===== config.mk =====
export PLATFORM = sky130hd
export DESIGN_NAME = hex_scan_driver
export DESIGN_NICKNAME = d
export VERILOG_FILES = /design/src/rtl/hex_scan_driver.sv
export SDC_FILE = /design/constraint.sdc
export NUM_CORES = 1
export LEC_CHECK = 0
export ABC_AREA = 1
export ABC_CLOCK_PERIOD_IN_PS = 3450
export CAP_MARGIN = 20
export CELL_PAD_IN_SITES_DETAIL_PLACEMENT = 1
export CELL_PAD_IN_SITES_GLOBAL_PLACEMENT = 1
export CORE_MARGIN = 1
export CORE_UTILIZATION = 43
export CTS_CLUSTER_SIZE = 12
export DETAILED_ROUTE_END_ITERATION = 8
export PLACE_DENSITY = 0.85
export SETUP_SLACK_MARGIN = 0.1
export SLEW_MARGIN = 20
export SYNTH_ARGS = -nofsm -noshare
export SYNTH_HDL_FRONTEND = slang
export SYNTH_SLANG_ARGS = --single-unit
export TNS_END_PERCENT = 20

===== constraint.sdc =====
create_clock -name clk_i -period 3.45 [get_ports clk_i]
set_clock_uncertainty 0.2 [all_clocks]
set_input_delay 1.035 -clock clk_i [delete_from_list [all_inputs] [get_ports clk_i]]
set_output_delay 1.035 -clock clk_i [all_outputs]
set_load 0.005 [all_outputs]

===== src/rtl/hex_scan_driver.sv =====
// rtl/hex_scan_driver.sv - 4-digit multiplexed 7-segment scan driver with frame-coherent shadowing and blink
// Optional leading-zero blanking when HEX_SCAN_LZB_EN is defined.
module hex_scan_driver #(
    parameter int REFRESH_DIV = 100000,
    parameter int GUARD       = 16,
    parameter int BLINK_DIV   = 50000000
) (
    input  logic        clk_i,
    input  logic        rst_i,
    input  logic [15:0] digits_i,
    input  logic [3:0]  digit_en_i,
    input  logic [3:0]  blink_sel_i,
    output logic [3:0]  an_o,
    output logic [6:0]  seg_o,
    output logic        frame_o
);

    localparam int RW = $clog2(REFRESH_DIV);
    localparam int BW = $clog2(BLINK_DIV);

    logic [RW-1:0] refresh_cnt_q, refresh_cnt_d;
    logic [1:0]    idx_q, idx_d;
    logic [BW-1:0] blink_cnt_q, blink_cnt_d;
    logic          blink_phase_q, blink_phase_d;
    logic [15:0]   shadow_digits_q, shadow_digits_d;
    logic [3:0]    shadow_en_q, shadow_en_d;
    logic [3:0]    shadow_blink_q, shadow_blink_d;
    logic [3:0]    an_q, an_d;
    logic [6:0]    seg_q, seg_d;
    logic          frame_q, frame_d;

    logic          refresh_wrap;
    logic          frame_load;
    logic          visible;
    logic          lz_blank;
    logic [3:0]    nibble;

    function automatic logic [6:0] decode(input logic [3:0] n);
        case (n)
            4'h0: decode = 7'h40;
            4'h1: decode = 7'h79;
            4'h2: decode = 7'h24;
            4'h3: decode = 7'h30;
            4'h4: decode = 7'h19;
            4'h5: decode = 7'h12;
            4'h6: decode = 7'h02;
            4'h7: decode = 7'h78;
            4'h8: decode = 7'h00;
            4'h9: decode = 7'h10;
            4'hA: decode = 7'h08;
            4'hB: decode = 7'h03;
            4'hC: decode = 7'h46;
            4'hD: decode = 7'h21;
            4'hE: decode = 7'h06;
            default: decode = 7'h0E;
        endcase
    endfunction

    always_comb begin
        refresh_wrap    = (refresh_cnt_q == RW'(REFRESH_DIV - 1));
        refresh_cnt_d   = refresh_wrap ? '0 : refresh_cnt_q + 1'b1;
        idx_d           = refresh_wrap ? idx_q + 2'd1 : idx_q;
        // Inputs are only captured at the frame boundary so a mid-frame change never tears.
        frame_load      = refresh_wrap && (idx_q == 2'd3);
        frame_d         = frame_load;
        shadow_digits_d = frame_load ? digits_i    : shadow_digits_q;
        shadow_en_d     = frame_load ? digit_en_i  : shadow_en_q;
        shadow_blink_d  = frame_load ? blink_sel_i : shadow_blink_q;

        if (blink_cnt_q == BW'(BLINK_DIV - 1)) begin
            blink_cnt_d   = '0;
            blink_phase_d = ~blink_phase_q;
        end else begin
            blink_cnt_d   = blink_cnt_q + 1'b1;
            blink_phase_d = blink_phase_q;
        end

        nibble = shadow_digits_q[{idx_q, 2'b00} +: 4];
`ifdef HEX_SCAN_LZB_EN
        case (idx_q)
            2'd3:    lz_blank = (shadow_digits_q[15:12] == 4'h0);
            2'd2:    lz_blank = (shadow_digits_q[15:8] == 8'h00);
            2'd1:    lz_blank = (shadow_digits_q[15:4] == 12'h000);
            default: lz_blank = 1'b0;
        endcase
`else
        lz_blank = 1'b0;
`endif
        visible = shadow_en_q[idx_q] && (!shadow_blink_q[idx_q] || blink_phase_q) && !lz_blank;

        // Guard cycles at the start of each slot keep all anodes off to avoid ghosting.
        an_d  = 4'hF;
        seg_d = 7'h7F;
        if ((refresh_cnt_q >= RW'(GUARD)) && visible) begin
            an_d  = ~(4'b0001 << idx_q);
            seg_d = decode(nibble);
        end
    end

    always_ff @(posedge clk_i or posedge rst_i) begin
        if (rst_i) begin
            refresh_cnt_q   <= '0;
            idx_q           <= 2'd0;
            blink_cnt_q     <= '0;
            blink_phase_q   <= 1'b1;
            shadow_digits_q <= 16'h0000;
            shadow_en_q     <= 4'h0;
            shadow_blink_q  <= 4'h0;
            an_q            <= 4'hF;
            seg_q           <= 7'h7F;
            frame_q         <= 1'b0;
        end else begin
            refresh_cnt_q   <= refresh_cnt_d;
            idx_q           <= idx_d;
            blink_cnt_q     <= blink_cnt_d;
            blink_phase_q   <= blink_phase_d;
            shadow_digits_q <= shadow_digits_d;
            shadow_en_q     <= shadow_en_d;
            shadow_blink_q  <= shadow_blink_d;
            an_q            <= an_d;
            seg_q           <= seg_d;
            frame_q         <= frame_d;
        end
    end

    assign an_o    = an_q;
    assign seg_o   = seg_q;
    assign frame_o = frame_q;

endmodule


# [Word-level counts from Yosys, hierarchy flattened]
# Memories as Yosys holds them, arrays and structs flattened.
# Cells that the tools add are included.
[word_totals] wordCells=36 reg_bits=82 romBits=112 n_memories=1 output_inout_bits=12 input_bits=26
[mem_list] name="(name not given)" words=16 word_bits=7 rd=1 rd_ports_with_merged_regs=0 wr=0 line="39" rtl="case (n)"
[op_classes] add_sub_neg=3 n_lt_le_gt_ge=2 eq_ne=3 n_reduce_logical=5 shifts=2 n_mux=8 bitwise_logic=2
[op_table] op="$add A26 B1 Y26 const B" n=1
[op_table] op="$eq A26 B26 Y1 const B" n=1
[op_table] op="$mux W26" n=1
[op_table] op="$add A17 B1 Y17 const B" n=1
[op_table] op="$eq A17 B17 Y1 const B" n=1
[op_table] op="$ge A17 B5 Y1 const B" n=1
[op_table] op="$mux W17" n=1
[op_table] op="$shiftx A16 B5 Y4" n=1
[op_table] op="$mux W7" n=1
[op_table] op="$bmux W1 S2" n=2
[op_table] op="$mux W4" n=1
[op_table] op="$not A4 Y4" n=1
[op_table] op="$shl A1 B2 Y4 const A" n=1
[op_table] op="$logic_and A1 B1 Y1" n=3
[op_table] op="$lt A2 B3 Y1 const B" n=1
[op_table] op="$add A2 B1 Y2 const B" n=1
[op_table] op="$eq A2 B2 Y1 const B" n=1
[op_table] op="$mux W1" n=2
[op_table] op="$logic_not A1 Y1" n=1
[op_table] op="$logic_or A1 B1 Y1" n=1
[op_table] op="$not A1 Y1" n=1

# [Depth between registers and ports, before layout]
[depth] word_depth=7 depth_mapped=11 mapped_depth_nobuf=10

# [Worst setup path after synthesis]
# Ideal clock, no wire load.
[synth_timing] path_kind="reg2reg" from="reg idx_q[1]" to="reg seg_q[3] (netlist: seg_o[3])" path_buffers=1 t_required_ps=3186 setup_ps=64 period_less_slack_ps=1791 slack_ps=1659 t_arrival_ps=1527 path_stages_with_launch=11 cell_sequence="dfrtp_1 buf_2 clkinv_1 nand3_1 nand2_1 inv_1 ha_1 nand3_1 nand2_1 nand2_1 nand3_1"
[synth_via] elab_chain_cells=7 word_cells_on_any_way=11 classes_between="1 x shift; 5 x mux; 4 x reduce/logical; 1 x memory"
[synth_lines] element="start: declaration" line="22" rtl="logic [1:0] idx_q, idx_d;"
[synth_lines] element="start signal: assignment" line="114" rtl="idx_q <= idx_d;"
[synth_lines] element="branches (longest 6 deep; another with $mem_v2 Z16 W7)"
[synth_lines] element="$mux W7 *" line="94" rtl="if ((refresh_cnt_q >= RW'(GUARD)) && visible) begin"
[synth_lines] element="net seg_d[3]" line="29" rtl="logic [6:0] seg_q, seg_d;"
[synth_lines] element="end signal: assignment" line="121" rtl="seg_q <= seg_d;"
[synth_lines] element="end: declaration" line="29"
# Mark *: on every way through the listed nets, which the timed path passes. The select of a mux whose other input is x is not followed.
# A chain may end at the register's enable or synchronous reset.

# [Final worst setup path]
[layout_timing] from="reg seg_q[4] (netlist: seg_o[4])" to="out seg_o[4]"
[layout_lines] element="end: declaration" line="14" rtl="output logic [6:0] seg_o,"
# No word-level cell between the ends.

==> results <==
- The flow ran to the end, and the final reports show no timing, DRC or antenna violations.
- Setup total negative slack on the finished layout was measured at 0 ps.
- Global routing finished with a remaining overflow of 0.
- Entering global routing, the biggest net connects 36 pins.
- The overall routing resource usage is 24.6%.
- The count of buffer and inverter cells on the critical path is 1.
- The number of clock buffers added by TritonCTS is 9.
- The tool flagged a number of max-cap violations equal to 0.
- The pre-antenna-repair detailed-routing pass consisted of 4 iterations.
- The hold violation count in the final report is 0.
- The worst path in the final design needs a cycle of 2620 ps, including I/O delays and setup.
- The deepest clock path buffer count is 2.
- The die width is 106 um.
- The clock tree root driver cell is sky130_fd_sc_hd__clkbuf_8.
- The slowest stage of the critical path is the sky130_fd_sc_hd__dfstp_2 cell.
- The final-report max-slew violation count was 0.
- The number of distinct library cells after synthesis is 26.
- The via count normalized by instance count is 5.20.
- The total I/O pin count is 38.
- The H-tree was split into 3 levels.
- Synthesis produced 636 cells.
- The source-to-sink clock delay at the later pin of the worst-skew pair is 370 ps.
- The die covers 0.0111 mm^2.
- Among all cell types in the netlist, the one instantiated most often is sky130_fd_sc_hd__nand2_1.
- In the final layout, the share of cells above drive strength 1 is 6.35%.
- The required time of the critical path is 2210 ps.
- The type of element capturing the critical path is an output pin.
- The number of global-route vias before repair is 4498.
- The worst-case IR drop observed on VDD is 0.224 mV.
- From synthesis to final layout, the design area changed by 15.9%.
- Of the available clock period, the critical path in the final layout requires 76.1%.
- The number of setup violations in the final report is 0.
- The worst hold path class is flop to flop.
- Hold repair after CTS inserted 0 buffers.
- The weighted congestion at the end of routability-driven global placement is 0.954.
- The maximum cell stage delay along the critical path is 530 ps.
- The detailed router's first-iteration violation count is 123.
- The largest fanout on the critical path is 1.
- Static timing analysis puts the maximum clock frequency at 0.381 GHz.
- For this block, the routed nets add up to 12.8 mm of wire.
- Summed over its instances, the top area cell type makes up 38.0% of the synthesized netlist area.
- After clock tree synthesis, the setup repair step added 0 buffers.
- The number of sinks driven by the clock tree is 82.
- The worst-case headroom to the max-slew limit is 53.8%.
- The synthesized design spends more area on one cell type than any other, namely sky130_fd_sc_hd__dfrtp_1.
- The clock-pin slew reported for the worst setup and hold paths after clock tree synthesis is 90 ps.
- Overall power consumption after layout is estimated at 1.85 mW.
- The critical path arrival is 1390 ps.
- The number of synthesized flops with an enable pin is 0.
- In this run the vertical extent of the chip is 106 um.
- Dividing the detail-routed wire length by the instance count gives 15.7 um.
- The remaining design rule violation count is 0.
- The area of the mapped netlist is 0.00461 mm^2.
- The post-synth net total is 675.
- The standard cell core area is 0.0104 mm^2.
- In this run the core area contains 37 standard-cell rows.
- The count of warnings emitted by yosys is 0.
- Ranked by instance count, the synthesized netlist is headed by sky130_fd_sc_hd__nand2_1 (226), sky130_fd_sc_hd__nor2_1 (100), sky130_fd_sc_hd__dfrtp_1 (70).
- The starting density of the core is 44.5%.
- The number of antenna diodes is 0.
- The internal reg-to-reg setup slack is 870 ps.
- The number of nets in the layout is 711.
- The kind of cell adding the most delay to the critical path is flip-flops.
- Setup repair after global routing left no endpoint under its margin.
- The mean instance size in the synthesized netlist is 7.26 um^2.
- Traced cell by cell, the critical path runs through clkdlybuf4s50_1.
- The first global-routing pass estimated 21.5 mm of wire.
- STA classifies the critical path startpoint as a flop.
- In this run the tool buffered the top-level ports with 37 buffer cells.
- Sequential elements use 44.8% of the synthesized area.
- Summing over every cut layer, the via total after detailed routing is 4228.
- The clock tree from TritonCTS is done.
- The number of antenna violations at the first check in global routing is 0.
- The standby leakage power is 2.57 nW.
- The worst setup path is of the flop to output pin kind.
- The most used flip-flop cell after synthesis is sky130_fd_sc_hd__dfrtp_1.
- Counting flops with an async set or reset pin after synthesis yields a share of 100%.
- Detailed placement finished with a half-perimeter wire length of 9.26 mm.
- In this run the power density over the cells is 345 mW/mm^2.
- The number of gates resized after CTS was 0.
- For the pin with the worst max-slew slack, the measured transition is 690 ps.
- Once detail routing completed, the nets flagged for antenna violations numbered 0.
- Ranked by total cell area, the synthesized netlist is headed by sky130_fd_sc_hd__dfrtp_1 (38%), sky130_fd_sc_hd__nand2_1 (18%), sky130_fd_sc_hd__nor2_1 (8.1%).
- The number of flip-flops and latches in the synthesized netlist is 82.
[state kept, by name, indices dropped and copies added (netlist names)]
name             flops
idx_q                2
shadow_blink_q       4
shadow_en_q          4
an_o                 4
refresh_cnt_q       17
frame_o              1
seg_o                7
blink_cnt_q         26
blink_phase_q        1
shadow_digits_q     16
[cell usage in the layout (no fill, tap or decap), types with 5 or more instances in the layout]
cell                              count
sky130_fd_sc_hd__nand3_1             51
sky130_fd_sc_hd__clkbuf_8            10
sky130_fd_sc_hd__nand4_1             34
sky130_fd_sc_hd__nor3_1               8
sky130_fd_sc_hd__xnor2_1              5
sky130_fd_sc_hd__nand2_1            226
sky130_fd_sc_hd__dfrtp_1             70
sky130_fd_sc_hd__xor2_1              18
sky130_fd_sc_hd__clkdlybuf4s50_1     37
sky130_fd_sc_hd__ha_1                13
sky130_fd_sc_hd__nor2_1             100
sky130_fd_sc_hd__inv_1               65
sky130_fd_sc_hd__dfstp_2             12
[cell families after synthesis]
kind of cell / after synthesis / share of synthesized area, %
AO/OA/AOI/OAI: 5 / 0.542
flip-flops: 82 / 44.8
adder cells (fa/ha/maj): 13 / 3.53
buffers and inverters: 86 / 7.56
AND/OR/NAND/NOR: 427 / 39.2
XOR/XNOR: 23 / 4.37
[final cells by class]
type	count	area [um^2]
clock buffers	10	138
clock inverters	6	96.3
fillers	1330	5020
inverters	70	264
multi-input cells	468	2200
flip-flops and latches	82	2070
well taps	136	170
repair buffers	41	413
[power breakdown]
part           internal (mW)  switching (mW)  total [mW]  leakage [nW]
Combinational         0.0278          0.0247      0.0526          1.50
Sequential             0.961               0       0.961         0.950
Clock                  0.438           0.395       0.833         0.115
[stage by stage]
step	worst slack (ps)	cell area (um^2)	hold slack (ps)	instances	utilization, %
floorplan	126	4610	242	636	-
global placement	1040	5110	253	797	49.3
detailed placement	927	5110	260	797	49.3
CTS	803	5350	289	813	51.6
global route	677	5350	305	813	51.6
finish	826	5350	287	813	51.6
[final timing paths]
check	to	cells after the start	from
setup / recovery	seg_o[4]	1	seg_o[4]$_DFF_PP1_
hold / removal	shadow_en_q[3]$_DFFE_PP0P_	2	shadow_en_q[3]$_DFFE_PP0P_
setup reg to reg	seg_o[5]$_DFF_PP1_	10	idx_q[0]$_DFFE_PP0N_
hold reg to reg	shadow_en_q[3]$_DFFE_PP0P_	2	shadow_en_q[3]$_DFFE_PP0P_
max in group asynchronous	refresh_cnt_q[14]$_DFF_PP0_	3	rst_i
min in group asynchronous	refresh_cnt_q[12]$_DFF_PP0_	2	rst_i
[metal layers]
layer	GRT usage [%]	routed length, um
met1	30.2	5670
met2	43.2	6400
met3	4.82	456
met4	8.23	233
met5	0	0
No activity file was read; power rests on OpenSTA's default activity.
